File: config.mk
export PLATFORM = sky130hd
export DESIGN_NAME = iir_sample_fifo_flat
export DESIGN_NICKNAME = d
export VERILOG_FILES = /design/src/rtl/iir_pkg.sv /design/src/rtl/iir_sample_fifo_if.sv /design/src/rtl/iir_fifo_mem.sv /design/src/rtl/iir_sample_fifo.sv /design/src/flat_wrapper.sv
export SDC_FILE = /design/constraint.sdc
export NUM_CORES = 1
export LEC_CHECK = 0
export ABC_AREA = 1
export CORE_AREA = 2 2 142 144
export CTS_CLUSTER_DIAMETER = 50
export DETAILED_ROUTE_END_ITERATION = 10
export DIE_AREA = 0 0 144 146
export HOLD_SLACK_MARGIN = 0.08
export PLACE_DENSITY = 0.82
export SLEW_MARGIN = 20
export SYNTH_ARGS = -nofsm -noshare
export SYNTH_HDL_FRONTEND = slang
export SYNTH_SLANG_ARGS = --single-unit
File: constraint.sdc
create_clock -name clk_i -period 4.8 [get_ports clk_i]
set_clock_uncertainty 0.1 [all_clocks]
set_input_delay 0.96 -clock clk_i [delete_from_list [all_inputs] [get_ports clk_i]]
set_output_delay 0.96 -clock clk_i [all_outputs]
set_load 0.03 [all_outputs]
File: src/rtl/iir_pkg.sv
// Shared types and helpers for the IIR filter front end.
`default_nettype none

package iir_pkg;

  typedef enum logic [0:0] {
    EMPTY = 1'b0,
    HOLD  = 1'b1
  } fifo_state_t;

  // One extra MSB beyond the index acts as the wrap bit.
  function automatic int ptr_width(input int depth);
    return $clog2(depth) + 1;
  endfunction

endpackage

`default_nettype wire

File: src/rtl/iir_sample_fifo_if.sv
// Head-of-FIFO handshake towards the IIR filter input (x_i / valid_i / ready_and_o).
`default_nettype none

interface iir_sample_fifo_if #(
  parameter int DATA_WIDTH = 24
);
  logic [DATA_WIDTH-1:0] x_o;
  logic                  valid_o;
  logic                  ready_and_i;

  modport master (output x_o, output valid_o, input ready_and_i);
  modport slave  (input x_o, input valid_o, output ready_and_i);
endinterface

`default_nettype wire

File: src/rtl/iir_fifo_mem.sv
// DEPTH x DATA_WIDTH storage, one write port, one asynchronous read port, no reset.
`default_nettype none

module iir_fifo_mem #(
  parameter int DATA_WIDTH = 24,
  parameter int DEPTH      = 8,
  parameter int AW         = $clog2(DEPTH)
) (
  input  logic                  clk,
  input  logic                  we,
  input  logic [AW-1:0]         waddr,
  input  logic [DATA_WIDTH-1:0] wdata,
  input  logic [AW-1:0]         raddr,
  output logic [DATA_WIDTH-1:0] rdata
);

  logic [DATA_WIDTH-1:0] mem [DEPTH];

  always_ff @(posedge clk) begin
    if (we) mem[waddr] <= wdata;
  end

  assign rdata = mem[raddr];

endmodule

`default_nettype wire

File: src/rtl/iir_sample_fifo.sv
// Circular sample FIFO with registered first-word-fall-through head and drop accounting.
`default_nettype none

module iir_sample_fifo
  import iir_pkg::*;
#(
  parameter int DATA_WIDTH = 24,
  parameter int DEPTH      = 8,
  parameter int CNT_WIDTH  = 16
) (
  input  logic                   clk_i,
  input  logic                   rst_i,
  input  logic [DATA_WIDTH-1:0]  sample_i,
  input  logic                   sample_stb_i,
  input  logic                   flush_i,
  input  logic                   clear_i,
  iir_sample_fifo_if.master      fifo_out,
  output logic [$clog2(DEPTH):0] level_o,
  output logic                   overflow_o,
  output logic [CNT_WIDTH-1:0]   drop_cnt_o
);

  localparam int PW = ptr_width(DEPTH);
  localparam int AW = PW - 1;
  localparam logic [PW-1:0]        PTR_ONE = PW'(1);
  localparam logic [AW-1:0]        IDX_ONE = AW'(1);
  localparam logic [CNT_WIDTH-1:0] CNT_ONE = CNT_WIDTH'(1);
  localparam logic [CNT_WIDTH-1:0] CNT_MAX = '1;

  logic [PW-1:0]         wr_ptr, rd_ptr, level;
  logic [AW-1:0]         rd_next_idx;
  logic [DATA_WIDTH-1:0] mem_rdata, head, load_data;
  logic [CNT_WIDTH-1:0]  drop_cnt;
  logic                  overflow;
  logic                  full, pop, push, drop, load;
  fifo_state_t           state, state_nxt;

  assign level       = wr_ptr - rd_ptr;
  assign full        = (wr_ptr[AW-1:0] == rd_ptr[AW-1:0]) && (wr_ptr[PW-1] != rd_ptr[PW-1]);
  assign pop         = (state == HOLD) && fifo_out.ready_and_i;
  assign push        = sample_stb_i && (!full || pop) && !flush_i;
  assign drop        = sample_stb_i && full && !pop && !flush_i;
  assign rd_next_idx = rd_ptr[AW-1:0] + IDX_ONE;

  iir_fifo_mem #(
    .DATA_WIDTH (DATA_WIDTH),
    .DEPTH      (DEPTH),
    .AW         (AW)
  ) u_mem (
    .clk   (clk_i),
    .we    (push),
    .waddr (wr_ptr[AW-1:0]),
    .wdata (sample_i),
    .raddr (rd_next_idx),
    .rdata (mem_rdata)
  );

  // The head entry stays in memory at rd_ptr; the register is a copy of it.
  // A sample entering with nothing queued behind the head bypasses memory.
  always_comb begin
    state_nxt = state;
    load      = 1'b0;
    load_data = sample_i;
    unique case (state)
      EMPTY: begin
        if (push) begin
          load      = 1'b1;
          state_nxt = HOLD;
        end
      end
      HOLD: begin
        if (pop) begin
          if (level > PTR_ONE) begin
            load      = 1'b1;
            load_data = mem_rdata;
          end else if (push) begin
            load      = 1'b1;
          end else begin
            state_nxt = EMPTY;
          end
        end
      end
      default: state_nxt = EMPTY;
    endcase
  end

  always_ff @(posedge clk_i or negedge rst_i) begin
    if (!rst_i) begin
      wr_ptr <= '0;
      rd_ptr <= '0;
      state  <= EMPTY;
      head   <= '0;
    end else if (flush_i) begin
      wr_ptr <= '0;
      rd_ptr <= '0;
      state  <= EMPTY;
    end else begin
      if (push) wr_ptr <= wr_ptr + PTR_ONE;
      if (pop)  rd_ptr <= rd_ptr + PTR_ONE;
      if (load) head   <= load_data;
      state <= state_nxt;
    end
  end

  always_ff @(posedge clk_i or negedge rst_i) begin
    if (!rst_i) begin
      overflow <= 1'b0;
      drop_cnt <= '0;
    end else if (drop) begin
      overflow <= 1'b1;
      if (clear_i)               drop_cnt <= CNT_ONE;
      else if (drop_cnt != CNT_MAX) drop_cnt <= drop_cnt + CNT_ONE;
    end else if (clear_i) begin
      overflow <= 1'b0;
      drop_cnt <= '0;
    end
  end

  assign fifo_out.x_o     = head;
  assign fifo_out.valid_o = (state == HOLD);
  assign level_o          = level;
  assign overflow_o       = overflow;
  assign drop_cnt_o       = drop_cnt;

endmodule

`default_nettype wire
File: src/flat_wrapper.sv
// flat-port wrapper written by rule: the top's interface ports become plain ports
module iir_sample_fifo_flat import iir_pkg::*;
#(
  parameter int DATA_WIDTH = 24,
  parameter int DEPTH      = 8,
  parameter int CNT_WIDTH  = 16
)
  (clk_i, rst_i, sample_i, sample_stb_i, flush_i, clear_i, level_o, overflow_o, drop_cnt_o, fifo_out_x_o, fifo_out_valid_o, fifo_out_ready_and_i);
  iir_sample_fifo_if #(.DATA_WIDTH(DATA_WIDTH)) fifo_out_i ();
  input  logic clk_i;
  input  logic rst_i;
  input  logic [DATA_WIDTH-1:0] sample_i;
  input  logic sample_stb_i;
  input  logic flush_i;
  input  logic clear_i;
  output logic [$clog2(DEPTH):0] level_o;
  output logic overflow_o;
  output logic [CNT_WIDTH-1:0] drop_cnt_o;
  output wire logic [$bits(fifo_out_i.x_o)-1:0] fifo_out_x_o;
  output wire logic [$bits(fifo_out_i.valid_o)-1:0] fifo_out_valid_o;
  input wire logic [$bits(fifo_out_i.ready_and_i)-1:0] fifo_out_ready_and_i;
  assign fifo_out_x_o = fifo_out_i.x_o;
  assign fifo_out_valid_o = fifo_out_i.valid_o;
  assign fifo_out_i.ready_and_i = fifo_out_ready_and_i;
  iir_sample_fifo #(.DATA_WIDTH(DATA_WIDTH), .DEPTH(DEPTH), .CNT_WIDTH(CNT_WIDTH)) u_core (.clk_i(clk_i), .rst_i(rst_i), .sample_i(sample_i), .sample_stb_i(sample_stb_i), .flush_i(flush_i), .clear_i(clear_i), .fifo_out(fifo_out_i), .level_o(level_o), .overflow_o(overflow_o), .drop_cnt_o(drop_cnt_o));
endmodule
==> out/qor.yml <==
status: "finished clean"
synthAdderAreaFrac_pct: 0.835
yosysUniqueCellTypes: 35
die_area_sq_um: 21000
gr-usage-all-layers_pct: 27.3
first_global_vias: 8490
coreArea_sq_um: 19300
netlist_area_sq_um: 11400
syn_nets: 1291
antennaDiodeCount: 0
synth-simple-area-share_pct: 25.9
die_w_um: 144
final_antenna_net_count: 0
ios: 76
layout_min_cycle_time_ps: 3720
grt_max_degree: 98
clk_latency_ps: 530
drc: 0
p_total_mw: 5.17
cap_viol_max_count: 0
start_kind: "flop"
path_clk_slew_ps: 60
synthMuxAreaShare_pct: 0
ir_drop_uv: 357
yosys-top-cells-area: "edfxtp_1 (51%), nand2_1 (16%), dfrtp_1 (11%)"
tritoncts: "built"
worstMarginPinSlew_ps: 1070
clockBufferDepth: 3
hp-class: "flop to flop"
slew_violations: 0
critPathRequiredTime_ps: 3740
hold_violations: 0
drtIter0Drc: 924
fp.dieH_um: 146
cp.arrival_ps: 2660
setup_tns_ps: 0
grt_pass1_wl_um: 44400
p_leak_nw: 6.13
pwr_density_cell_nw_per_um2: 393
synth_top_family_by_area: "simple AND/OR/NAND/NOR gates"
cts_max_level: 1
cts_sinks: 242
areaGrowthSynthToFinish_pct: 15.6
vias_per_cell: 5.37
start_util_pct: 58.9
yosysWarningCount: 0
fp-row-count: 51
synth_edf_count: 192
yosysTopAreaCell: "edfxtp_1"
slew_headroom_pct: 28.7
synth-seq-cells: 242
port_buffers: 75
crit_type: "flop to primary output"
routed_wl_um: 28200
setup_violations: 0
stdcell_count: 1607
vias: 8630
antenna_found_initial: 0
rsz0062_at_grt: "no"
syn_area_per_cell_sq_um: 9.09
hold_buffers: 0
yosys.area_share.xor_xnor_pct: 0.604
synth_compound_area_share_pct: 1.34
ys.flop_type: "edfxtp_1"
cts_buffers: 25
dp_hpwl_um: 17100
postCtsSetupBuffers: 0
synth_top_area_share_pct: 50.6
syn_inst: 1254
nets: 1360
routedWlPerCell_um: 17.6
max_freq_mhz: 269
async_flop_share_pct: 20.7
overflow: 0
dp_cells: 1561
cp_max_fo: 4
gp_congestion: 0.934
seq_area_frac_synth_pct: 61.6
endpoint_kind: "primary output"
ctsRootBufferMaster: "clkbuf_16"
post-route-period-util_pct: 77.5
drive_above_1_share_pct: 6.93
post_cts_resized: 0
firstDrtPassIters: 6
-- Yosys cell counts (2+ instances only) --
library cell  instances
nand2_1             473
nor3_1                8
ha_1                  6
dfrtp_1              50
o22ai_1               2
buf_6                 5
nand3_2               3
a21oi_1               5
nand2_2               7
clkbuf_1             18
clkinv_1              3
buf_1                 2
inv_2                 2
o21ai_2               6
edfxtp_1            192
o21ai_0               9
nor2_2                3
inv_1               222
or2_2                 2
nor2_1               25
buf_2                22
nand4_1               8
xor2_1                5
nand3_1             162
buf_4                 2
nand2_4               3
-- per-stage QoR --
step	util, %	cell area [sq um]	setup slack, ps	hold WS (ps)
after CTS	68.1	13200	1090	377
final	68.1	13200	1080	377
after floorplan	-	11400	1110	376
after global routing	68.1	13200	939	390
after detailed placement	64.0	12400	1080	361
after global placement	64.0	12400	1200	358
-- where the power goes --
part / internal (mW) / switching (mW)
clock network: 1.09 / 0.786
logic: 0.280 / 0.599
registers: 2.36 / 0.0556
-- flip-flops by register name, indices dropped and copies added (netlist names) --
| register | flops |
|---|---|
| u_core.u_mem.mem | 192 |
| u_core.fifo_out.x_o | 24 |
| u_core.drop_cnt_o | 16 |
| u_core.rd_ptr | 4 |
| u_core.wr_ptr | 4 |
| u_core.fifo_out.valid_o | 1 |
| u_core.overflow_o | 1 |
-- kinds of logic after synthesis --
kind of cell | Yosys count
adder cells (fa/ha/maj) | 7
flip-flops | 242
AO/OA/AOI/OAI | 24
XOR/XNOR | 7
AND/OR/NAND/NOR | 698
buffers and inverters | 276
-- metal layers --
layer,routed length (um),up-vias,GRT usage [%]
li1,-,4091,-
met4,1130,0,11.1
met1,11000,4023,37.4
met2,13600,443,44.2
met3,2470,73,3.69
met5,0,-,0
-- final cells by class --
| cell class | count | area (sq um) |
|---|---|---|
| Clock buffer | 37 | 721 |
| Clock inverter | 9 | 75.1 |
| Fill cell | 1438 | 6170 |
| Inverter | 227 | 852 |
| Multi-Input combinational cell | 736 | 3290 |
| Sequential cell | 242 | 7020 |
| Tap cell | 265 | 332 |
| Timing Repair Buffer | 91 | 878 |
-- worst max-delay path, stage by stage, from the launching register on --
cell,delay [ps]
dfrtp_1,420
inv_1,120
ha_1,160
inv_1,60
fa_1,370
nand2_1,80
clkinv_1,50
nor2_1,160
clkdlybuf4s50_1,700
-- final timing paths --
kind                                        start                      to  slack, ps  cells past startpoint
max                              u_core.wr_ptr[0]              level_o[2]       1080                      8
min                        u_core.fifo_out.x_o[8]  u_core.fifo_out.x_o[8]        380                      2
max reg2reg                      u_core.wr_ptr[0]  u_core.fifo_out.x_o[1]       1480                     13
min reg2reg                u_core.fifo_out.x_o[8]  u_core.fifo_out.x_o[8]        380                      2
max in group asynchronous                   rst_i        u_core.rd_ptr[0]       3370                      2
min in group asynchronous                   rst_i    u_core.drop_cnt_o[8]        450                      1
-- placed cells by master, fill, tap and decap left out, types with 9 or more instances in the layout --
| master | synthesis | final |
|---|---|---|
| buf_4 | 2 | 15 |
| clkbuf_16 | 0 | 25 |
| clkdlybuf4s50_1 | 0 | 74 |
| dfrtp_1 | 50 | 49 |
| edfxtp_1 | 192 | 192 |
| inv_1 | 222 | 222 |
| nand2_1 | 473 | 473 |
| nand3_1 | 162 | 162 |
| nor2_1 | 25 | 18 |
| nor2_2 | 3 | 10 |
| o21ai_0 | 9 | 9 |
Note: power is estimated with default switching activity, not from simulation.
==> variant 1 (config.mk and constraints unchanged) <==
`DEPTH` is set to 8 in 3 places; all go to 4.
--- a/src/rtl/iir_fifo_mem.sv
+++ b/src/rtl/iir_fifo_mem.sv
@@ -5,3 +5,3 @@
   parameter int DATA_WIDTH = 24,
-  parameter int DEPTH      = 8,
+  parameter int DEPTH      = 4,
   parameter int AW         = $clog2(DEPTH)
--- a/src/rtl/iir_sample_fifo.sv
+++ b/src/rtl/iir_sample_fifo.sv
@@ -7,3 +7,3 @@
   parameter int DATA_WIDTH = 24,
-  parameter int DEPTH      = 8,
+  parameter int DEPTH      = 4,
   parameter int CNT_WIDTH  = 16
--- a/src/flat_wrapper.sv
+++ b/src/flat_wrapper.sv
@@ -4,3 +4,3 @@
   parameter int DATA_WIDTH = 24,
-  parameter int DEPTH      = 8,
+  parameter int DEPTH      = 4,
   parameter int CNT_WIDTH  = 16
Ports: changed (resized level_o); port bits go from 76 to 75. The function was not compared with the original's and may differ.
==> variant 1 against the unedited design <==
- via count shrank 44%
- power shrank 35%
- setup slack gained 0.21 ns
- synthesized area shrank 43%
- sequential cell count shrank 98
- synthesized cell count shrank 48%
- critical path depth shrank 1
- critical path type unchanged
- routed wire length shrank 46%
- combinational power shrank 22%
- cell area shrank 39%
- core utilization shrank 27 points
- global-route usage shrank 12 points
==> variant 1: results (changes against the unedited design) <==
- Final core utilization: 41.56% (-27 points)
- Met3 Usage GRT: 3.258% (-0.43 points)
- Multi-input gate share of total cell area: 26.47% (+1.5 points)
- Layout cell share with drive strength beyond 1: 9.128% (+2.2 points)
- Period Utilization, post-route: 73.13% (-4.3 points)
- Place WS: 1.519 ns (+0.4410 ns)
- Ys async rst share: 33.33% (+13 points)
- Max reg flops: 96 (-50%)
- Post-Route WL: 15.13 mm (-46%)
- Peak supply drop: 275.3 uV (-23%)
- Final non-filler cell total: 1,010 (-37%)
- Worst-Margin Slew: 1.001 ns (-0.06758 ns)
- Top cells by area, synth: edfxtp_1 44%, dfrtp_1 19%, nand2_1 9.1%, o21ai_0 6.6%, nor2_1 5.3%
- Fin nets: 771 (-43%)
- Filler cells: 1,789 (+24%)
- Distinct cell type count after synthesis: 32 (-8.6%)
- IO buf count: 74 (-1.3%)
- Met3 routed WL: 862 um (-65%)
- Non-clk invs: 37 (-84%)
- Non-Filler Cell Area, Final: 8036 um^2 (-39%)
- Non-Clock Buffer Count: 84 (-7.7%)
- Final-layout clock-cell area share: 6.757% (+0.71 points)
- Hold_sp: u_core.fifo_out.x_o[3]
- Routed vias/inst: 4.794 (-11%)
- First-pass GRT wire length: 24.13 mm (-46%)
- Reg2reg end: u_core.fifo_out.x_o[9]
- GPL Wtd Cong: 0.7903 (-15%)
- GRT Resource Usage Total: 14.91% (-12 points)
- XOR/XNOR share of the synthesized area: 0.5396% (-0.064 points)
- Worst skew pair latency: 0.41 ns (-0.12 ns)
- Initial DRC Count: 256 (-72%)
- Multi-input gates: 448 (-39%)
- CTS Buffer Depth: 2 (-1)
- Placed insts: 978 (-37%)
- Dpl hpwl: 9.642 mm (-44%)
- Crit-path max FO: 5 (+1)
- Post-synthesis sequential area ratio: 62.90% (+1.3 points)
- EDFF count, synth: 96 (-50%)
- Crit-path max cell delay: 0.68 ns (-0.02 ns)
- Number of flip-flops and latches: 144 (-40%)
- Met1 Resource Use GR: 19.20% (-18 points)
- Outcome: finished clean
- Switching power: 0.001004 W (-30%)
- Wire length on met2: 7.391 mm (-46%)
- Top cells by count, synth: 158 x nand2_1, 96 x edfxtp_1, 91 x nor2_1, 85 x o21ai_0, 60 x nand3_1
- CTS H-tree lvls: 4 (+3)
- Clock power frac: 35.6% (-0.7 points)
[variant 1: changes by cell type in the layout (fill, tap and decap cells not counted), sizes merged, moves of 3 or more]
| cell | before | now |
|---|---|---|
| clkbuf | 37 | 20 |
| nand3 | 165 | 62 |
| o22ai | 3 | 0 |
| o21ai | 16 | 93 |
| nor2 | 28 | 94 |
| edfxtp | 192 | 96 |
| nor3 | 9 | 1 |
| inv | 226 | 36 |
| buf | 17 | 11 |
| nand2 | 483 | 168 |
[variant 1: worst min-delay path by stage]
stage                             endpoint  slack, ns  cells after the start
floorplan                 u_core.wr_ptr[2]       0.38                      1
global placement    u_core.fifo_out.x_o[6]       0.36                      2
detailed placement  u_core.fifo_out.x_o[2]       0.36                      2
CTS                 u_core.fifo_out.x_o[2]       0.37                      2
global route        u_core.fifo_out.x_o[6]       0.39                      2
finish              u_core.fifo_out.x_o[3]       0.37                      2
==> variant 2 (config.mk and constraints unchanged) <==
Made on the original files. Reset style: synchronous (`rst_i`), changed in 2 clocked blocks. Comments in the files are not updated.
--- a/src/rtl/iir_sample_fifo.sv
+++ b/src/rtl/iir_sample_fifo.sv
@@ -86,3 +86,3 @@
 
-  always_ff @(posedge clk_i or negedge rst_i) begin
+  always_ff @(posedge clk_i) begin
     if (!rst_i) begin
@@ -104,3 +104,3 @@
 
-  always_ff @(posedge clk_i or negedge rst_i) begin
+  always_ff @(posedge clk_i) begin
     if (!rst_i) begin
Behaviour: differs if rst_i is asserted again (counterexample within 4 cycles, from zero or initial values and one cycle with rst_i low); with rst_i held inactive, the same outputs for 4 cycles.
==> variant 2 against the unedited design <==
- synthesized area down 0.63%
- routed wire length fell by 6.6%
- cell area about the same
- sequential cell count unchanged
- global-route usage down 2.2 points
- setup slack got worse by 0.020 ns
- register-to-register slack gained 0.22 ns
- critical endpoint is now level_o[1]
- highest routed layer unchanged
Power is not compared: it rests on default switching activity, and its combinational part moved more than twofold at a synthesized area within 25%.
==> variant 2: results (changes against the unedited design) <==
- Filler cells: 1,413 (-1.7%)
- Placed insts: 1,632 (+4.5%)
- Max reg flops: 192 (unchanged)
- Peak supply drop: 351.6 uV
- Layout cell share with drive strength beyond 1: 6.069% (-0.86 points)
- CTS H-tree lvls: 1 (unchanged)
- Hold depth: 2 (unchanged)
- Largest net degree at the start of global routing: 74 (-24%)
- WL per Instance: 15.66 um (-11%)
- Reg2reg end: u_core.fifo_out.x_o[23]
- Total CTS buffers: 27 (+8.0%)
- Outcome: finished clean
- Post-Route WL: 26.35 mm (-6.6%)
- Number of diodes: 0 (unchanged)
- IO buf count: 75 (unchanged)
- Top cells by count, synth: 479 x nand2_1, 253 x inv_1, 192 x edfxtp_1, 138 x nand3_1, 85 x nor2_1
- EDFF count, synth: 192 (unchanged)
- First-pass GRT wire length: 41.55 mm (-6.4%)
- Syn Nets: 1,365 (+5.7%)
- CP arrival: 2.68 ns (+0.02 ns)
- Clock-pin slew on the worst setup and hold paths: 0.06 ns (about the same)
- Endpoint, Worst Hold: u_core.overflow_o
- Ys async rst share: 0% (-21 points)
- Mapped Avg Cell Area: 8.527 um^2 (-6.2%)
- DRT Pass-1 Iters: 5 (-1)
- Vias: 8,673 (+0.50%)
- Post-synthesis sequential area ratio: 59.76% (-1.8 points)
- Initial DRC Count: 840 (-9.1%)
- Vias in the first global route: 8,329 (-1.9%)
- Yosys warnings: 0 (unchanged)
- Hold_sp: u_core.overflow_o
- GPL Wtd Cong: 0.8687 (-7.0%)
- Crit-path max FO: 28 (+24)
- Post-CTS sizing: 0 (unchanged)
- CTS root buffer: clkbuf_16
- Setup Fix Bufs, Post-CTS: 0 (unchanged)
- CTS Buffer Depth: 3 (unchanged)
- Cell depth of the worst flop-to-flop path: 11 (-2)
- FF-to-FF setup slack: 1.70 ns (+0.22 ns)
- Gr ovfl total: 0 (unchanged)
- Worst skew pair latency: 0.54 ns
- Dpl hpwl: 14.50 mm (-15%)
- Hold Crit Class: flop to flop
- GRT Resource Usage Total: 25.11% (-2.2 points)
- Top cells by area, synth: edfxtp_1 51%, nand2_1 16%, dfxtp_1 8.8%, inv_1 8.4%, nand3_1 6.1%
- Initial antenna violation count: 0 (unchanged)
- Largest Register: u_core.u_mem.mem
- # setup viols final: 0 (unchanged)
- RR Startpoint: u_core.rd_ptr[0]
- Max_slew headroom: 24.02% (-4.7 points)
- Distinct cell type count after synthesis: 26 (-26%)
variant 2: how the worst max path moves through the flow:
stage                     depth (start not counted)                 endpoint                  from  slack (ns)
after global placement                           10  u_core.u_mem.mem[2][17]  fifo_out_ready_and_i        1.40
after CTS                                         4               level_o[1]      u_core.rd_ptr[0]        1.03
after floorplan                                   8   u_core.u_mem.mem[6][0]  fifo_out_ready_and_i        1.07
after global routing                              4               level_o[1]      u_core.rd_ptr[0]        0.94
after detailed placement                         10  u_core.u_mem.mem[2][17]  fifo_out_ready_and_i        1.30
final                                             4               level_o[1]      u_core.rd_ptr[0]        1.06
variant 2: through the flow:
stage          hold slack (ns)  total power [W]  instance area (um^2)  setup WS (ns)
2_1_floorplan           0.3660         0.002472                 11320          1.066
3_3_place_gp            0.3594         0.002570                 12270          1.404
3_5_place_dp            0.3613         0.002578                 12270          1.303
4_1_cts                 0.3758         0.004612                 13160          1.025
5_1_grt                 0.4024         0.004713                 13160         0.9435
6_report                0.3737         0.004587                 13160          1.063
variant 2: cell type report:
cell class	count	area [um^2]	area share [%]
clock inverter	14	156.4	1.189
sequential	242	6768	51.44
timing repair buffer	92	878.3	6.676
inverter	258	968.4	7.360
clock buffer	36	729.5	5.544
tap	265	331.6	2.520
multi-input combinational	775	3326	25.28
variant 2: cell families (layout without fill, tap and decap cells):
family,count (synthesis),count (layout),share of synthesized area (%)
AND/OR/NAND/NOR,723,723,26.11
buffers and inverters,311,400,11.07
flip-flops,242,242,59.76
AO/OA/AOI/OAI,43,43,2.000
adder cells (fa/ha/maj),7,7,0.8398
XOR/XNOR,2,2,0.2210
variant 2: power breakdown:
group | switching, W | internal (W)
logic | 0.000160 | 0.0000802
registers | 0.0000120 | 0.00229
clock network | 0.000816 | 0.00123
total | 0.000988 | 0.00360
variant 2: worst max-delay path: stages (launching register included):
cell,delay (ns)
dfxtp_2,0.68
ha_1,0.29
fa_1,0.41
inv_1,0.09
clkdlybuf4s50_1,0.68
variant 2: per-layer routing:
layer	up-vias	wire (um)	part of all wire, %	track usage (%)
met5	-	0	0	0
met2	355	13200	50	43.14
met3	69	1967	7.5	3.422
met4	0	776	2.9	8.971
met1	4005	10400	39	32.56
li1	4244	-	-	-
